### src/rtl/dbus_demux2.sv
// Data-bus demux: routes one memory-stage request to data RAM (s0) or MMIO (s1)
// and returns the selected slave's response, with a response timeout.
module dbus_demux2 #(
    parameter int              AW      = 32,
    parameter int              DW      = 32,
    parameter logic [AW-1:0]   S1_BASE = 32'h1000_0000,
    parameter logic [AW-1:0]   S1_MASK = 32'hF000_0000,
    parameter int              TIMEOUT = 16
) (
    input  logic            clk,
    input  logic            rst_n,
    input  logic            m_req_valid,
    output logic            m_req_ready,
    input  logic [AW-1:0]   m_req_addr,
    input  logic            m_req_we,
    input  logic [DW-1:0]   m_req_wdata,
    input  logic [DW/8-1:0] m_req_wstrb,
    output logic            m_rsp_valid,
    output logic [DW-1:0]   m_rsp_rdata,
    output logic            m_rsp_err,
    output logic            s0_req_valid,
    input  logic            s0_req_ready,
    output logic [AW-1:0]   s0_req_addr,
    output logic            s0_req_we,
    output logic [DW-1:0]   s0_req_wdata,
    output logic [DW/8-1:0] s0_req_wstrb,
    input  logic            s0_rsp_valid,
    input  logic [DW-1:0]   s0_rsp_rdata,
    output logic            s1_req_valid,
    input  logic            s1_req_ready,
    output logic [AW-1:0]   s1_req_addr,
    output logic            s1_req_we,
    output logic [DW-1:0]   s1_req_wdata,
    output logic [DW/8-1:0] s1_req_wstrb,
    input  logic            s1_rsp_valid,
    input  logic [DW-1:0]   s1_rsp_rdata
);

    localparam int CW = (TIMEOUT > 2) ? $clog2(TIMEOUT) : 1;

    typedef enum logic [1:0] {IDLE, ISSUE, WAIT, RESP} state_e;

    state_e            state_q, state_d;
    logic [AW-1:0]     addr_q, addr_d;
    logic              we_q, we_d;
    logic [DW-1:0]     wdata_q, wdata_d;
    logic [DW/8-1:0]   wstrb_q, wstrb_d;
    logic              sel_q, sel_d;
    logic [CW-1:0]     cnt_q, cnt_d;
    logic [DW-1:0]     rdata_q, rdata_d;
    logic              err_q, err_d;
    logic              ready_q, ready_d;

    logic              sel_ready, sel_rsp;
    logic [DW-1:0]     sel_rdata;
    logic              tmo;

    assign sel_ready = sel_q ? s1_req_ready : s0_req_ready;
    assign sel_rsp   = sel_q ? s1_rsp_valid : s0_rsp_valid;
    assign sel_rdata = sel_q ? s1_rsp_rdata : s0_rsp_rdata;
    assign tmo       = (cnt_q == CW'(TIMEOUT - 1));

    always_comb begin
        state_d = state_q;
        addr_d  = addr_q;
        we_d    = we_q;
        wdata_d = wdata_q;
        wstrb_d = wstrb_q;
        sel_d   = sel_q;
        cnt_d   = cnt_q;
        rdata_d = rdata_q;
        err_d   = err_q;
        unique case (state_q)
            IDLE: begin
                if (m_req_valid && ready_q) begin
                    addr_d  = m_req_addr;
                    we_d    = m_req_we;
                    wdata_d = m_req_wdata;
                    wstrb_d = m_req_wstrb;
                    sel_d   = ((m_req_addr & S1_MASK) == S1_BASE);
                    cnt_d   = '0;
                    state_d = ISSUE;
                end
            end
            ISSUE, WAIT: begin
                cnt_d = cnt_q + CW'(1);
                // A response is only valid once the slave has taken the request
                if (sel_rsp && (state_q == WAIT || sel_ready)) begin
                    rdata_d = we_q ? '0 : sel_rdata;
                    err_d   = 1'b0;
                    state_d = RESP;
                end else if (tmo) begin
                    rdata_d = '0;
                    err_d   = 1'b1;
                    state_d = RESP;
                end else if (state_q == ISSUE && sel_ready) begin
                    state_d = WAIT;
                end
            end
            RESP: state_d = IDLE;
            default: state_d = IDLE;
        endcase
    end

    assign ready_d = (state_d == IDLE);

    always_ff @(posedge clk or negedge rst_n) begin
        if (!rst_n) begin
            state_q <= IDLE;
            addr_q  <= '0;
            we_q    <= 1'b0;
            wdata_q <= '0;
            wstrb_q <= '0;
            sel_q   <= 1'b0;
            cnt_q   <= '0;
            rdata_q <= '0;
            err_q   <= 1'b0;
            ready_q <= 1'b0;
        end else begin
            state_q <= state_d;
            addr_q  <= addr_d;
            we_q    <= we_d;
            wdata_q <= wdata_d;
            wstrb_q <= wstrb_d;
            sel_q   <= sel_d;
            cnt_q   <= cnt_d;
            rdata_q <= rdata_d;
            err_q   <= err_d;
            ready_q <= ready_d;
        end
    end

    assign m_req_ready  = ready_q;
    assign m_rsp_valid  = (state_q == RESP);
    assign m_rsp_rdata  = rdata_q;
    assign m_rsp_err    = err_q;

    assign s0_req_valid = (state_q == ISSUE) && !sel_q;
    assign s0_req_addr  = sel_q ? '0 : addr_q;
    assign s0_req_we    = sel_q ? 1'b0 : we_q;
    assign s0_req_wdata = sel_q ? '0 : wdata_q;
    assign s0_req_wstrb = sel_q ? '0 : wstrb_q;

    assign s1_req_valid = (state_q == ISSUE) && sel_q;
    assign s1_req_addr  = sel_q ? addr_q : '0;
    assign s1_req_we    = sel_q ? we_q : 1'b0;
    assign s1_req_wdata = sel_q ? wdata_q : '0;
    assign s1_req_wstrb = sel_q ? wstrb_q : '0;

endmodule

### config.mk
export PLATFORM = sky130hd
export DESIGN_NAME = dbus_demux2
export DESIGN_NICKNAME = d
export VERILOG_FILES = /design/src/rtl/dbus_demux2.sv
export SDC_FILE = /design/constraint.sdc
export NUM_CORES = 1
export LEC_CHECK = 0
export BUFFER_PORTS_ARGS = -buffer_cell sky130_fd_sc_hd__buf_2
export CAP_MARGIN = 20
export CORE_ASPECT_RATIO = 2
export CORE_MARGIN = 8
export CORE_UTILIZATION = 35
export DETAILED_ROUTE_END_ITERATION = 6
export GPL_ROUTABILITY_DRIVEN = 0
export PLACE_DENSITY = 0.66
export SLEW_MARGIN = 20
export SYNTH_ARGS = -nofsm -noshare
export SYNTH_HDL_FRONTEND = slang
export SYNTH_SLANG_ARGS = --single-unit
export TNS_END_PERCENT = 100
### constraint.sdc
create_clock -name clk -period 5.7 [get_ports clk]
set_input_delay 0.855 -clock clk [delete_from_list [all_inputs] [get_ports clk]]
set_output_delay 0.855 -clock clk [all_outputs]
set_load 0.05 [all_outputs]
==> impl_results.rst <==
.. list-table::
   :header-rows: 1

   * - Metric
     - Value
   * - Area of the die
     - 20200 µm²
   * - Flip-flop cell with the highest count after synthesis
     - dfrtp_1
   * - Post-Synthesis Net Count
     - 753
   * - First-pass GRT wire length
     - 28.2 mm
   * - Initial antenna violation count
     - 1
   * - Initial detailed-routing violation count
     - roughly 110
   * - Critical Path Slowest Stage Cell
     - dfrtp_4
   * - Seq/Total Area, Yosys
     - 0.500
   * - Number of warnings reported in the yosys synthesis log
     - 0
   * - Via-per-instance ratio
     - 4.63
   * - Leak Pwr
     - ~4.3 nW
   * - Actual transition at the worst max-transition pin
     - slightly above 0.9 ns
   * - Post-layout nets
     - around 1000
   * - Clock tree from TritonCTS
     - built
   * - PostCTS Resize Cnt
     - 0
   * - Category of the worst setup path launch point
     - register
   * - Post-placement setup slack
     - ~2.9 ns
   * - Total negative slack for setup checks
     - 0 ns
   * - Fraction of final layout cells sized beyond drive strength 1
     - 0.383
   * - Number of buffers inserted by hold repair at cts
     - 0
   * - Initial core utilization
     - 0.353
   * - Netlist cell types
     - 28
   * - Highest net fanout along the worst path
     - 63
   * - Drt drc
     - 0
   * - Clk slew on worst S/H paths
     - 0.07 ns
   * - Util after Layout
     - 0.483
   * - Status
     - complete, no violations
   * - Average wire per cell in the routed design
     - between 15 and 20 µm
   * - Endpoint type of the worst setup path
     - output port
   * - Final Cycle Share
     - 0.536
   * - Area grow syn2layout
     - 37.1%
   * - Number of levels in the clock H-tree
     - 3
   * - Number of maximum-capacitance constraint violations
     - 0
   * - Count of standard-cell rows
     - between 60 and 70
   * - Maximum clock rate
     - around 330 MHz
   * - Largest delay share family, worst path
     - buffers and inverters
   * - CP cell instances
     - buf_4 > and2_1 > buf_2
   * - Sink Count
     - 110
   * - Summed instance area of the synthesized netlist
     - ~5500 µm²
   * - Flip-flop and latch count after synthesis
     - 110
   * - Largest net degree at the start of global routing
     - between 70 and 80
   * - Diodes inserted
     - 0
   * - I/O pins
     - between 300 and 400
   * - Combined buffer and inverter count along the critical path
     - 2
   * - Path type of the worst min-delay path
     - reg2reg
   * - Signal arrival time at the worst endpoint
     - 2.20 ns
   * - Die W
     - around 100 µm
   * - Hold Vio Cnt, Final
     - 0
   * - Vertical die dimension
     - 193 µm
   * - PwrDens
     - between 600 and 700 nW/µm²
   * - Detail Route Antenna Nets
     - 0
   * - Clk_skew
     - around 0.0096 ns
   * - Number of buffers inserted during clock tree synthesis
     - 9
   * - Number of iterations in the first detailed-routing pass
     - 4
   * - Clock period minus worst slack
     - between 3 and 4 ns
   * - Worst Path Required
     - about 4.9 ns
   * - Final global-route overflow total
     - 0
   * - Syn Inst Count
     - about 600
   * - Max_slew headroom
     - 0.388
   * - Cell count after placement
     - around 1100
   * - Number of standard cells in the layout, taps in and fillers out
     - approximately 1100
   * - Maximum cell stage delay along the critical path
     - 0.75 ns
   * - Total half-perimeter wirelength after legalization and detailed placement
     - 13.5 mm
   * - Max clock buf depth
     - 2
   * - PnR worst setup slack
     - roughly 2.6 ns
   * - Avg Inst Size Synth
     - 9.06 µm²
   * - Total via count in the routed design
     - slightly above 5000
   * - Final slew viol count
     - 0
   * - Worst Path Class, Setup
     - reg2out
   * - Buffer cell driving the clock tree root
     - clkbuf_16
   * - Worst IR Drop VDD
     - 0.310 mV
   * - Share of synthesized flip-flops with an asynchronous set or reset
     - 1.00
   * - Final Power
     - roughly 5 mW
   * - Clock latency of the later-clocked register in the worst-skew pair
     - between 0.3 and 0.4 ns
   * - Total length of routed wires
     - approximately 18 mm
   * - Number of setup violations in the final report
     - 0
   * - Total global-route track usage
     - 0.170
   * - Post-CTS setup-driven buffer insertion count
     - 0
   * - Post-synth EDFFs
     - 0
   * - Setup repair after global routing missed its margin
     - no
   * - Area inside the core boundary
     - about 16000 µm²
   * - Vias in the first global route
     - about 5500
   * - Port-buffer cells
     - between 300 and 400
==> report_power, final <==
part	switching [mW]	internal [mW]	total, mW
Combinational	2.13	0.758	2.89
Sequential	0.289	1.13	1.41
Clock	0.295	0.348	0.643
==> Yosys cell counts, types with 2 or more instances <==
cell | number | area (µm²)
clkbuf_1 | 37 | 139
a21oi_1 | 3 | 15.0
and3_1 | 3 | 18.8
a22o_1 | 2 | 17.5
o21ai_0 | 4 | 20.0
mux2i_1 | 33 | 330
nand3_1 | 2 | 10.0
nand2_1 | 215 | 807
nand2b_1 | 2 | 12.5
inv_1 | 2 | 7.51
o2bb2ai_1 | 33 | 289
nor2b_1 | 71 | 444
a211o_1 | 2 | 17.5
dfrtp_1 | 110 | 2750
buf_2 | 3 | 15.0
and2_1 | 70 | 438
ha_1 | 5 | 62.6
==> area by class of cell <==
type,instances,area [µm²]
multi-input combinational,455,2600
inverter,2,7.51
fill,1557,8070
clock buffer,9,225
sequential,110,2760
tap,201,251
timing repair buffer,321,1630
clock inverter,7,81.3
==> per-stage QoR <==
| stage | hold WS (ns) | instance area (µm²) |
|---|---|---|
| 2_1_floorplan | 0.452 | 5510 |
| 5_1_grt | 0.510 | 7550 |
| 3_5_place_dp | 0.469 | 7240 |
| 6_report | 0.487 | 7550 |
| 3_3_place_gp | 0.467 | 7240 |
| 4_1_cts | 0.491 | 7550 |
==> flip-flops by register name, indices dropped and copies added (netlist names) <==
signal	flops
addr_q	32
cnt_q	4
m_req_ready	1
m_rsp_err	1
m_rsp_rdata	32
sel_q	1
state_q	2
wdata_q	32
we_q	1
wstrb_q	4
==> path summary, 6_finish.rpt <==
kind                                             start                     endpoint  slack [ns]  depth (start not counted)
min in group asynchronous                        rst_n  m_rsp_rdata[12]$_DFFE_PN0P_        0.63                          1
worst min-delay path            addr_q[20]$_DFFE_PN0P_       addr_q[20]$_DFFE_PN0P_        0.49                          2
worst max register to register       sel_q$_DFFE_PN0P_        m_req_ready$_DFF_PN0_        2.91                          5
max in group asynchronous                        rst_n       addr_q[29]$_DFFE_PN0P_        3.99                          2
worst max-delay path                 sel_q$_DFFE_PN0P_             s1_req_wdata[31]        2.65                          3
worst min register to register  addr_q[20]$_DFFE_PN0P_       addr_q[20]$_DFFE_PN0P_        0.49                          2
==> routing by layer <==
metal | GRT usage | wire (µm)
met2 | 0.275 | 8010
met5 | 0 | 13
met4 | 0.0458 | 199
met3 | 0.0706 | 1830
met1 | 0.202 | 7480
==> cell families after synthesis <==
| logic type | Yosys count | synth area share |
|---|---|---|
| AOI/OAI and AO/OA | 49 | 0.0768 |
| adders and majority gates | 5 | 0.0114 |
| buffers and inverters | 43 | 0.0300 |
| DFF | 110 | 0.500 |
| muxes | 34 | 0.0627 |
| and+or+nand+nor | 367 | 0.319 |
==> cells in the final DEF (no fill, tap or decap), drive strengths merged <==
cell type	netlist	routed
bufinv	0	1
mux2i	33	33
a21bo	1	1
clkinvlp	0	2
a211o	2	2
or2	1	1
a22o	2	2
nand3b	1	1
and2	70	70
or4b	1	1
mux2	1	1
a32o	1	1
nand2	215	215
buf	4	321
and3	3	3
a2111oi	1	1
nor2	1	1
nand3	2	2
a21oi	3	3
o21ai	5	5
nor2b	71	71
o2bb2ai	33	33
clkbuf	37	9
o221a	1	1
ha	5	5
inv	2	5
dfrtp	110	110
nand2b	2	2
clkinv	0	1
==> worst reg2reg max path, stage by stage (launching register included) <==
cell and delay, ns:
dfrtp_4 0.75, buf_4 0.56, mux2_4 0.38, o221a_2 0.30, a211o_1 0.36, a2111oi_4 0.34
Power figures use the tool's default switching activity.
